**src/rtl/jump_ctrl_if.sv**
```systemverilog
// Decoder/PC-side signal bundle for jump_ctrl: op decode inputs, LUT write port,
// jump redirect outputs and RAS status.
interface jump_ctrl_if #(
  parameter int D  = 10,
  parameter int LW = 5
);
  logic [D-1:0]  prog_ctr;
  logic [1:0]    op;
  logic [LW-1:0] lut_idx;
  logic          zero_flag;
  logic          lut_we;
  logic [LW-1:0] lut_waddr;
  logic [D-1:0]  lut_wdata;
  logic          jb_en;
  logic [D-1:0]  target;
  logic          ras_empty;
  logic          ras_full;
  logic          fault;

  modport master (
    output prog_ctr, op, lut_idx, zero_flag, lut_we, lut_waddr, lut_wdata,
    input  jb_en, target, ras_empty, ras_full, fault
  );

  modport slave (
    input  prog_ctr, op, lut_idx, zero_flag, lut_we, lut_waddr, lut_wdata,
    output jb_en, target, ras_empty, ras_full, fault
  );
endinterface

```
**src/rtl/jump_ctrl.sv**
```systemverilog
// Jump/branch/call/return engine: absolute-target LUT, return-address stack and
// sticky over/underflow fault. Redirect outputs are combinational for same-edge PC update.
module jump_ctrl #(
  parameter int D  = 10,
  parameter int LW = 5,
  parameter int SD = 4
) (
  input logic        clk,
  input logic        reset,
  jump_ctrl_if.slave jc
);
  localparam int PW = $clog2(SD) + 1;
  localparam int LN = 1 << LW;

  localparam logic [1:0] OP_NONE = 2'b00;
  localparam logic [1:0] OP_BRZ  = 2'b01;
  localparam logic [1:0] OP_CALL = 2'b10;
  localparam logic [1:0] OP_RET  = 2'b11;

  logic [D-1:0]  lut_q [LN];
  logic [D-1:0]  lut_d [LN];
  logic [D-1:0]  ras_q [SD];
  logic [D-1:0]  ras_d [SD];
  logic [PW-1:0] ptr_q, ptr_d;
  logic          fault_q, fault_d;

  logic          empty, full;
  logic [PW-2:0] wr_slot, top_slot;
  logic [D-1:0]  lut_rd;
  logic          jb_en;
  logic [D-1:0]  target;

  assign empty    = (ptr_q == '0);
  assign full     = (ptr_q == PW'(SD));
  // SD is a power of two, so the low pointer bits wrap cleanly: at ptr=SD the top is slot SD-1.
  assign wr_slot  = ptr_q[PW-2:0];
  assign top_slot = ptr_q[PW-2:0] - 1'b1;
  assign lut_rd   = lut_q[jc.lut_idx];

  always_comb begin
    jb_en   = 1'b0;
    target  = '0;
    lut_d   = lut_q;
    ras_d   = ras_q;
    ptr_d   = ptr_q;
    fault_d = fault_q;
    case (jc.op)
      OP_BRZ: begin
        if (jc.zero_flag) begin
          jb_en  = 1'b1;
          target = lut_rd;
        end
      end
      OP_CALL: begin
        if (!full) begin
          jb_en          = 1'b1;
          target         = lut_rd;
          ras_d[wr_slot] = jc.prog_ctr + D'(1);
          ptr_d          = ptr_q + PW'(1);
        end else begin
          fault_d = 1'b1;
        end
      end
      OP_RET: begin
        if (!empty) begin
          jb_en  = 1'b1;
          target = ras_q[top_slot];
          ptr_d  = ptr_q - PW'(1);
        end else begin
          fault_d = 1'b1;
        end
      end
      default: ;
    endcase
    // Applied after the read path above so same-cycle reads see the old entry.
    if (jc.lut_we) lut_d[jc.lut_waddr] = jc.lut_wdata;
  end

  always_ff @(posedge clk) begin
    if (reset) begin
      for (int i = 0; i < LN; i++) lut_q[i] <= '0;
      ptr_q   <= '0;
      fault_q <= 1'b0;
    end else begin
      lut_q   <= lut_d;
      ptr_q   <= ptr_d;
      fault_q <= fault_d;
    end
  end

  // Stack contents above the pointer are don't-care, so the array needs no reset.
  always_ff @(posedge clk) begin
    ras_q <= ras_d;
  end

  assign jc.jb_en     = jb_en;
  assign jc.target    = target;
  assign jc.ras_empty = empty;
  assign jc.ras_full  = full;
  assign jc.fault     = fault_q;
endmodule

```
**src/flat_wrapper.sv**
```systemverilog
// flat-port wrapper written by rule: the top's interface ports become plain ports
module jump_ctrl_flat 
#(
  parameter int D  = 10,
  parameter int LW = 5,
  parameter int SD = 4
)
  (clk, reset, jc_prog_ctr, jc_op, jc_lut_idx, jc_zero_flag, jc_lut_we, jc_lut_waddr, jc_lut_wdata, jc_jb_en, jc_target, jc_ras_empty, jc_ras_full, jc_fault);
  jump_ctrl_if #(.D(D), .LW(LW)) jc_i ();
  input logic clk;
  input logic reset;
  input wire logic [$bits(jc_i.prog_ctr)-1:0] jc_prog_ctr;
  input wire logic [$bits(jc_i.op)-1:0] jc_op;
  input wire logic [$bits(jc_i.lut_idx)-1:0] jc_lut_idx;
  input wire logic [$bits(jc_i.zero_flag)-1:0] jc_zero_flag;
  input wire logic [$bits(jc_i.lut_we)-1:0] jc_lut_we;
  input wire logic [$bits(jc_i.lut_waddr)-1:0] jc_lut_waddr;
  input wire logic [$bits(jc_i.lut_wdata)-1:0] jc_lut_wdata;
  output wire logic [$bits(jc_i.jb_en)-1:0] jc_jb_en;
  output wire logic [$bits(jc_i.target)-1:0] jc_target;
  output wire logic [$bits(jc_i.ras_empty)-1:0] jc_ras_empty;
  output wire logic [$bits(jc_i.ras_full)-1:0] jc_ras_full;
  output wire logic [$bits(jc_i.fault)-1:0] jc_fault;
  assign jc_i.prog_ctr = jc_prog_ctr;
  assign jc_i.op = jc_op;
  assign jc_i.lut_idx = jc_lut_idx;
  assign jc_i.zero_flag = jc_zero_flag;
  assign jc_i.lut_we = jc_lut_we;
  assign jc_i.lut_waddr = jc_lut_waddr;
  assign jc_i.lut_wdata = jc_lut_wdata;
  assign jc_jb_en = jc_i.jb_en;
  assign jc_target = jc_i.target;
  assign jc_ras_empty = jc_i.ras_empty;
  assign jc_ras_full = jc_i.ras_full;
  assign jc_fault = jc_i.fault;
  jump_ctrl #(.D(D), .LW(LW), .SD(SD)) u_core (.clk(clk), .reset(reset), .jc(jc_i));
endmodule
```
**config.mk**
```make
export PLATFORM = sky130hd
export DESIGN_NAME = jump_ctrl_flat
export DESIGN_NICKNAME = d
export VERILOG_FILES = /design/src/rtl/jump_ctrl_if.sv /design/src/rtl/jump_ctrl.sv /design/src/flat_wrapper.sv
export SDC_FILE = /design/constraint.sdc
export NUM_CORES = 1
export LEC_CHECK = 0
export ABC_CLOCK_PERIOD_IN_PS = 3720
export CORE_MARGIN = 2
export CORE_UTILIZATION = 40
export DETAILED_ROUTE_END_ITERATION = 10
export PLACE_DENSITY = 0.64
export SYNTH_ARGS = -nofsm -noshare
export SYNTH_HDL_FRONTEND = slang
export SYNTH_SLANG_ARGS = --single-unit
```
**constraint.sdc**
```tcl
create_clock -name clk -period 3.72 [get_ports clk]
set_clock_uncertainty 0.15 [all_clocks]
set_input_delay 0.558 -clock clk [delete_from_list [all_inputs] [get_ports clk]]
set_output_delay 0.558 -clock clk [all_outputs]
set_load 0.05 [all_outputs]
```
==> results.txt, run 1 <==
----------------------------------------------------
[Status]
  Run status ... finished clean

[Pwr]
  Power density normalized to cell area ... 473 mW/mm^2
  Sw Share ... 0.243
  Clock network fraction of total power ... 0.447
  Worst supply voltage drop on vdd ... approximately 410 uV
  Relative contribution of combinational cells to total power ... 0.095
  Switching power ... approximately 0.0021 W
  Part of the power in registers ... 0.458
  P_int ... about 0.0067 W
  Leakage dissipation ... around 7.1 nW

[Global routing]
  Number of global-route vias before repair ... 11,313
  Maximum number of pins on one net before global-route repair ... approximately 120
  Global-route total usage across every layer ... 0.213
  Antenna violations before repair ... 1
  First-pass GRT wire length ... 68,600 microns
  GRT Residual Overflow ... 0

[Logic synthesis]
  Sequential area share after synthesis ... 0.475
  Synthesized area ... 0.0162 sq mm
  Total nets after synthesis ... approximately 1,600
  Synth Warn # ... 0
  Cell count after synthesis ... ~1,500
  Average footprint of a synthesized cell ... 10.6 sq um
  Register bit total from synthesis ... approximately 360
  Area fraction of the dominant cell type after synthesis ... 0.401
  Proportion of register bits with asynchronous set or reset after synthesis ... 0
  Flip-flop cell with the highest count after synthesis ... sky130_fd_sc_hd__dfxtp_1
  Number of enable-type register cells in the synthesized netlist ... 40
  Top cells by area in the synthesized netlist ... sky130_fd_sc_hd__dfxtp_1, sky130_fd_sc_hd__mux2i_1, sky130_fd_sc_hd__mux4_2, sky130_fd_sc_hd__edfxtp_1, sky130_fd_sc_hd__nor2_1
  Dominant cell type by area after synthesis ... sky130_fd_sc_hd__dfxtp_1
  Library cells used by synthesis ... 53

[CTS]
  Clock slew at the register clock pins of the worst setup and hold paths ... 60 ps
  H-tree Lvls ... 2
  # resized after CTS ... 0
  CTS tree ... yes
  Number of setup buffers added after CTS ... 0
  CTS sink cnt ... ~360
  Clock root cell ... sky130_fd_sc_hd__clkbuf_16
  Longest Clk Path Bufs ... 3
  Clk_lat worst skew ... around 530 ps
  Number of hold buffers added after cts ... 0
  TritonCTS buffer count ... 40

[Placed design]
  Count of buffers from port buffering ... 49
  Half-perimeter wire length of the detailed placement result ... just under 30,000 microns
  Placement-stage cell area ... approximately 0.017 sq mm
  Final Wtd Congestion ... 0.866

[Detailed routing]
  Number of detailed-route iterations in the first pass ... 6
  Residual antenna-violating net count after detailed routing ... 0
  Average routed wire per standard cell ... 21.3 microns
  DRC violations left ... 0
  Average vias per placed instance ... approximately 5.6
  Overall routed net length ... around 45,000 microns
  Number of violations reported at the end of detailed-routing iteration 0 ... 1,061
  Routed vias ... 11,702

[Setup path]
  Cell family with the largest share of critical-path delay ... buffers and inverters
  Ordered list of cells on the worst path ... clkdlybuf4s50_1 -> buf_4 -> or3b_2 -> o22ai_1 -> a211oi_1 -> nand2_1 -> a32o_1 -> buf_12
  Kind of start point of the critical path ... primary input
  Endpoint kind of the worst setup timing path ... output pin
  Critical path buffer and inverter count ... 3
  Worst R2R Setup Slack ... 1540 ps
  Start-to-end type of the worst setup path ... in -> out
  Crit Path Max Fanout ... 7
  Arrival time reported for the critical path endpoint ... ~2900 ps
  Cell at the slowest stage of the critical path ... sky130_fd_sc_hd__clkdlybuf4s50_1
  Data required time of the worst path ... 3010 ps
  Maximum single-stage delay on the critical path ... ~710 ps

[Layout]
  Most frequent cells in the layout ... sky130_fd_sc_hd__dfxtp_1, sky130_fd_sc_hd__mux2i_1, sky130_fd_sc_hd__nor2_1
  Post-layout nets ... 1,580
  Layout cells sized above 1 ... 0.146
  Final cell area excluding filler cells ... 0.0187 sq mm
  Diode count ... 0
  Most frequent standard cell in the layout excluding fill and tap cells ... sky130_fd_sc_hd__dfxtp_1
  Layout Area Growth over Synthesis ... 15.3%

[Floorplan]
  Die H ... 205 microns
  # IOs ... 50
  Width of the die ... 205 microns
  Placeable core region ... 0.0398 sq mm
  Row count ... 73
  Starting Density ... 0.407
  Overall die area ... roughly 0.042 sq mm

[STA]
  Final setup violating endpoints ... 0
  Post-route fraction of the period consumed by the critical path ... 0.958
  Max-slew violations ... 0
  Maximum clock frequency ... 0.281 GHz
  Fin crit period ... 3560 ps
  Slew HR ... 0.262
  Setup Total Neg Slack ... 0 ps
  Slew at the pin with the worst max-slew slack ... 1100 ps
  Hold Violations, Final ... 0
  Unrepaired setup endpoints after global routing ... no

[Flow run]
  Max-capacitance violation count ... 0

[Min path]
  Class of the worst hold path ... reg -> reg

----------------------------------------------------
-- synth_stat cells (5+ instances only) --
cell	n
sky130_fd_sc_hd__a211oi_1	8
sky130_fd_sc_hd__a21oi_1	64
sky130_fd_sc_hd__a22oi_1	17
sky130_fd_sc_hd__a31oi_1	7
sky130_fd_sc_hd__a32o_1	9
sky130_fd_sc_hd__buf_2	11
sky130_fd_sc_hd__buf_4	8
sky130_fd_sc_hd__clkbuf_1	103
sky130_fd_sc_hd__dfxtp_1	324
sky130_fd_sc_hd__edfxtp_1	40
sky130_fd_sc_hd__ha_1	5
sky130_fd_sc_hd__mux2_2	6
sky130_fd_sc_hd__mux2i_1	299
sky130_fd_sc_hd__mux4_2	68
sky130_fd_sc_hd__nand2_1	103
sky130_fd_sc_hd__nand3_1	72
sky130_fd_sc_hd__nand3b_1	7
sky130_fd_sc_hd__nand4_1	5
sky130_fd_sc_hd__nor2_1	269
sky130_fd_sc_hd__nor2_4	13
sky130_fd_sc_hd__nor3b_1	5
sky130_fd_sc_hd__o22ai_1	7
sky130_fd_sc_hd__o41ai_1	5
sky130_fd_sc_hd__xnor2_1	6
-- layout make-up --
class | count | area [sq um]
Clock buffer | 55 | 1140
Timing Repair Buffer | 105 | 1080
Multi-Input combinational cell | 1024 | 7940
Fill cell | 3719 | 21200
Tap cell | 525 | 657
Inverter | 3 | 11.3
Clock inverter | 15 | 160
Sequential cell | 364 | 7690
-- registers in the layout, indices dropped and copies added, names as in the netlist --
name and flops:
u_core.ptr_q 3, u_core.jc.fault 1, u_core.ras_q 40, u_core.lut_q 320
-- power groups by stage --
| stage | Sequential, W | Combinational, W | Clock, W |
|---|---|---|---|
| after floorplan | 0.00413 | 0.000524 | 0 |
| after detailed placement | 0.00413 | 0.000837 | 0 |
| final | 0.00404 | 0.000837 | 0.00395 |
| after global routing | 0.00405 | 0.000890 | 0.00413 |
| after global placement | 0.00413 | 0.000833 | 0 |
| after CTS | 0.00404 | 0.000841 | 0.00400 |
-- worst register-to-register path: stages, from the launching register on --
cell	delay, ps
sky130_fd_sc_hd__dfxtp_1	390
sky130_fd_sc_hd__inv_1	110
sky130_fd_sc_hd__ha_1	270
sky130_fd_sc_hd__a21oi_1	310
sky130_fd_sc_hd__and3_1	570
-- stage by stage --
stage / power, W / utilization / instances / hold slack [ps] / setup WS (ps)
6_report: 0.00883 / 0.469 / 2091 / 306 / 156
5_1_grt: 0.00907 / 0.469 / 2091 / 317 / 60.1
4_1_cts: 0.00889 / 0.469 / 2091 / 303 / 210
3_5_place_dp: 0.00497 / 0.436 / 2021 / 295 / 253
3_3_place_gp: 0.00496 / 0.436 / 2021 / 289 / 246
2_1_floorplan: 0.00465 / - / 1522 / 283 / 327
-- layer usage --
| layer | GRT usage | wire length, microns | up-vias |
|---|---|---|---|
| li1 | - | - | 5419 |
| met1 | 0.297 | 20100 | 5814 |
| met2 | 0.335 | 20100 | 384 |
| met3 | 0.0360 | 2930 | 85 |
| met4 | 0.0725 | 1540 | 0 |
| met5 | 0 | 0 | - |
-- cell families after synthesis --
family,share of synthesized area
AND/OR/NAND/NOR,0.138
adder cells (fa/ha/maj),0.00510
AO/OA/AOI/OAI,0.0535
flip-flops,0.475
XOR/XNOR,0.00541
multiplexers,0.287
buffers and inverters,0.0366
-- final timing paths --
check                                       from                        endpoint  depth (start not counted)
setup / recovery                   jc_lut_idx[4]                    jc_target[3]                          8
hold / removal    u_core.lut_q[250]$_SDFFE_PP0P_  u_core.lut_q[250]$_SDFFE_PP0P_                          2
setup reg to reg    u_core.ptr_q[1]$_SDFFE_PP0P_       u_core.ras_q[1]$_DFFE_PP_                          4
hold reg to reg   u_core.lut_q[250]$_SDFFE_PP0P_  u_core.lut_q[250]$_SDFFE_PP0P_                          2
Power figures use the tool's default switching activity.
==> inputs of run 2 (changes only) <==
SKIP_CTS_REPAIR_TIMING = 1   (was default)
==> results of run 2 <==
Final layout, timing and power as in run 1 (identical DEF).
==> inputs of run 3 (changes only) <==
ABC_CLOCK_PERIOD_IN_PS = 3200   (was 3720)
PLACE_DENSITY = 0.66   (was 0.64)
SETUP_SLACK_MARGIN = 0.1   (was default)
clock period = 3.2 ns   (was 3.72 ns; I/O delays follow)
==> run 3 against run 2 <==
Hold slack got worse by 110 ps. Non-clock buffer count increased by 32. Core utilization increased by 0.96 points. First-iteration DRC count decreased by 8.0%. Worst setup slack got worse by 38 ps. Count of clock-buffer cells in the layout unchanged. Sequential power increased by 16%. Die area unchanged. Total power increased by 16%. Largest power group unchanged. Clock power increased by 13%. Global-route usage decreased by 0.33 points.
==> results.txt, run 3 (synthesis results as in run 1) <==
----------------------------------------------------
[Detailed routing]
  Number of violations reported at the end of detailed-routing iteration 0 ... 976
  Residual antenna-violating net count after detailed routing ... 0
  Routed vias ... 11,895
  Overall routed net length ... 43,900 microns
  DRC violations left ... 0
  Average routed wire per standard cell ... 20.7 microns
  Average vias per placed instance ... 5.60
  Number of detailed-route iterations in the first pass ... 5

[Global routing]
  GRT Residual Overflow ... 0
  Maximum number of pins on one net before global-route repair ... roughly 110
  Number of global-route vias before repair ... around 11,000
  Global-route total usage across every layer ... 0.210
  First-pass GRT wire length ... 67,800 microns
  Antenna violations before repair ... 0

[Layout]
  Flip-flop count of the largest register, all copies and words added ... 320
  Post-layout nets ... 1,611
  Final cell utilization of the core ... 0.479
  Layout Area Growth over Synthesis ... 17.7%
  Diode count ... 0
  Multi-input gate area in the final layout ... 0.00802 sq mm
  Most frequent cells in the layout ... sky130_fd_sc_hd__dfxtp_1, sky130_fd_sc_hd__mux2i_1, sky130_fd_sc_hd__nor2_1
  Filler cell count ... roughly 3,700
  Layout cells sized above 1 ... 0.179
  Most frequent standard cell in the layout excluding fill and tap cells ... sky130_fd_sc_hd__dfxtp_1
  Largest registers in the final layout ... u_core.lut_q x320, u_core.ras_q x40, u_core.ptr_q x3
  FF/Latch Area ... approximately 0.0077 sq mm
  Final cell area excluding filler cells ... 0.0191 sq mm
  Most flops, register ... u_core.lut_q
  Final std cells w/o fill ... between 2,000 and 2,500

[STA]
  Smallest setup slack after layout ... 117 ps
  Post-route fraction of the period consumed by the critical path ... 0.963
  Final setup violating endpoints ... 0
  Fin crit period ... 3080 ps
  Slew HR ... 0.507
  Max-slew violations ... 0
  Unrepaired setup endpoints after global routing ... yes
  Setup Total Neg Slack ... 0 ps
  Slew at the pin with the worst max-slew slack ... 740 ps
  Hold Violations, Final ... 0
  Maximum clock frequency ... 0.324 GHz

[Setup path]
  Kind of start point of the critical path ... primary input
  Data required time of the worst path ... between 2000 and 3000 ps
  Endpoint kind of the worst setup timing path ... output pin
  Start-to-end type of the worst setup path ... in -> out
  Crit Path Max Fanout ... 8
  Arrival time reported for the critical path endpoint ... 2450 ps

[CTS]
  Longest Clk Path Bufs ... 3
  Clk_lat worst skew ... 540 ps
  TritonCTS buffer count ... 39
  Clock slew at the register clock pins of the worst setup and hold paths ... ~60 ps
  CTS sink cnt ... between 300 and 400
  CTS tree ... yes
  Clock root cell ... sky130_fd_sc_hd__clkbuf_16
  H-tree Lvls ... 2

[Floorplan]
  Width of the die ... 205 microns
  Placeable core region ... around 0.04 sq mm
  Starting Density ... 0.407
  # IOs ... 50
  Die H ... 205 microns
  Row count ... 73
  Overall die area ... 0.0421 sq mm

[Placed design]
  Pre-CTS worst setup slack ... 6.70 ps
  Placed cells ... 2,051
  Half-perimeter wire length of the detailed placement result ... 28,700 microns
  Final Wtd Congestion ... about 0.85
  Placement-stage cell area ... 0.0177 sq mm
  Count of buffers from port buffering ... 49

[Status]
  Run status ... finished clean

[Pwr]
  Leakage dissipation ... 7.32 nW
  Worst supply voltage drop on vdd ... 392 uV
  Power density normalized to cell area ... 535 mW/mm^2

[Flow run]
  Max-capacitance violation count ... 0

[Min path]
  Class of the worst hold path ... in -> reg

----------------------------------------------------
[run 3: cell type report]
class,instances,area share
clock inverter,17,0.00709
inverter,3,0.000591
timing repair buffer,137,0.0739
tap,525,0.0345
clock buffer,55,0.0598
sequential,364,0.403
multi-input combinational,1024,0.421
[run 3: worst paths after layout]
check | slack [ps] | from | cells after the start | end
max | 120 | jc_lut_idx[4] | 9 | jc_target[0]
min | 200 | reset | 2 | u_core.lut_q[119]$_SDFFE_PP0P_
max reg2reg | 1200 | u_core.ptr_q[1]$_SDFFE_PP0P_ | 4 | u_core.ras_q[38]$_DFFE_PP_
min reg2reg | 310 | u_core.lut_q[257]$_SDFFE_PP0P_ | 2 | u_core.lut_q[257]$_SDFFE_PP0P_
[run 3: worst max-delay path, stage by stage]
cell and delay, ps:
sky130_fd_sc_hd__clkdlybuf4s50_1 450, sky130_fd_sc_hd__buf_12 160, sky130_fd_sc_hd__buf_4 160, sky130_fd_sc_hd__nand3b_1 230, sky130_fd_sc_hd__o22ai_1 160, sky130_fd_sc_hd__a211oi_1 250, sky130_fd_sc_hd__nand2_1 90, sky130_fd_sc_hd__a32o_2 310
sky130_fd_sc_hd__buf_12 160
[run 3: power breakdown]
part,leakage [nW],internal (W),switching (W),total (W)
Clock,0.640,0.00258,0.00190,0.00448
Sequential,2.98,0.00467,0.0000263,0.00470
Combinational,3.71,0.000396,0.000626,0.00102
Total,7.32,0.00765,0.00255,0.0102
[run 3: metrics by stage]
| step | hold WS [ps] | total power (W) |
|---|---|---|
| 6_report | 198 | 0.0102 |
| 3_5_place_dp | 294 | 0.00580 |
| 3_3_place_gp | 290 | 0.00579 |
| 2_1_floorplan | 283 | 0.00541 |
| 4_1_cts | 211 | 0.0103 |
| 5_1_grt | 241 | 0.0105 |
[run 3: routing by layer]
layer  part of all wire  global-route usage  vias up  routed length (microns)
met5                  0                   0        -                        0
met4              0.028              0.0699        0                     1230
met3              0.066              0.0375       85                     2900
met2               0.45               0.325      409                    19600
met1               0.46               0.296     5899                    20100
li1                   -                   -     5502                        -
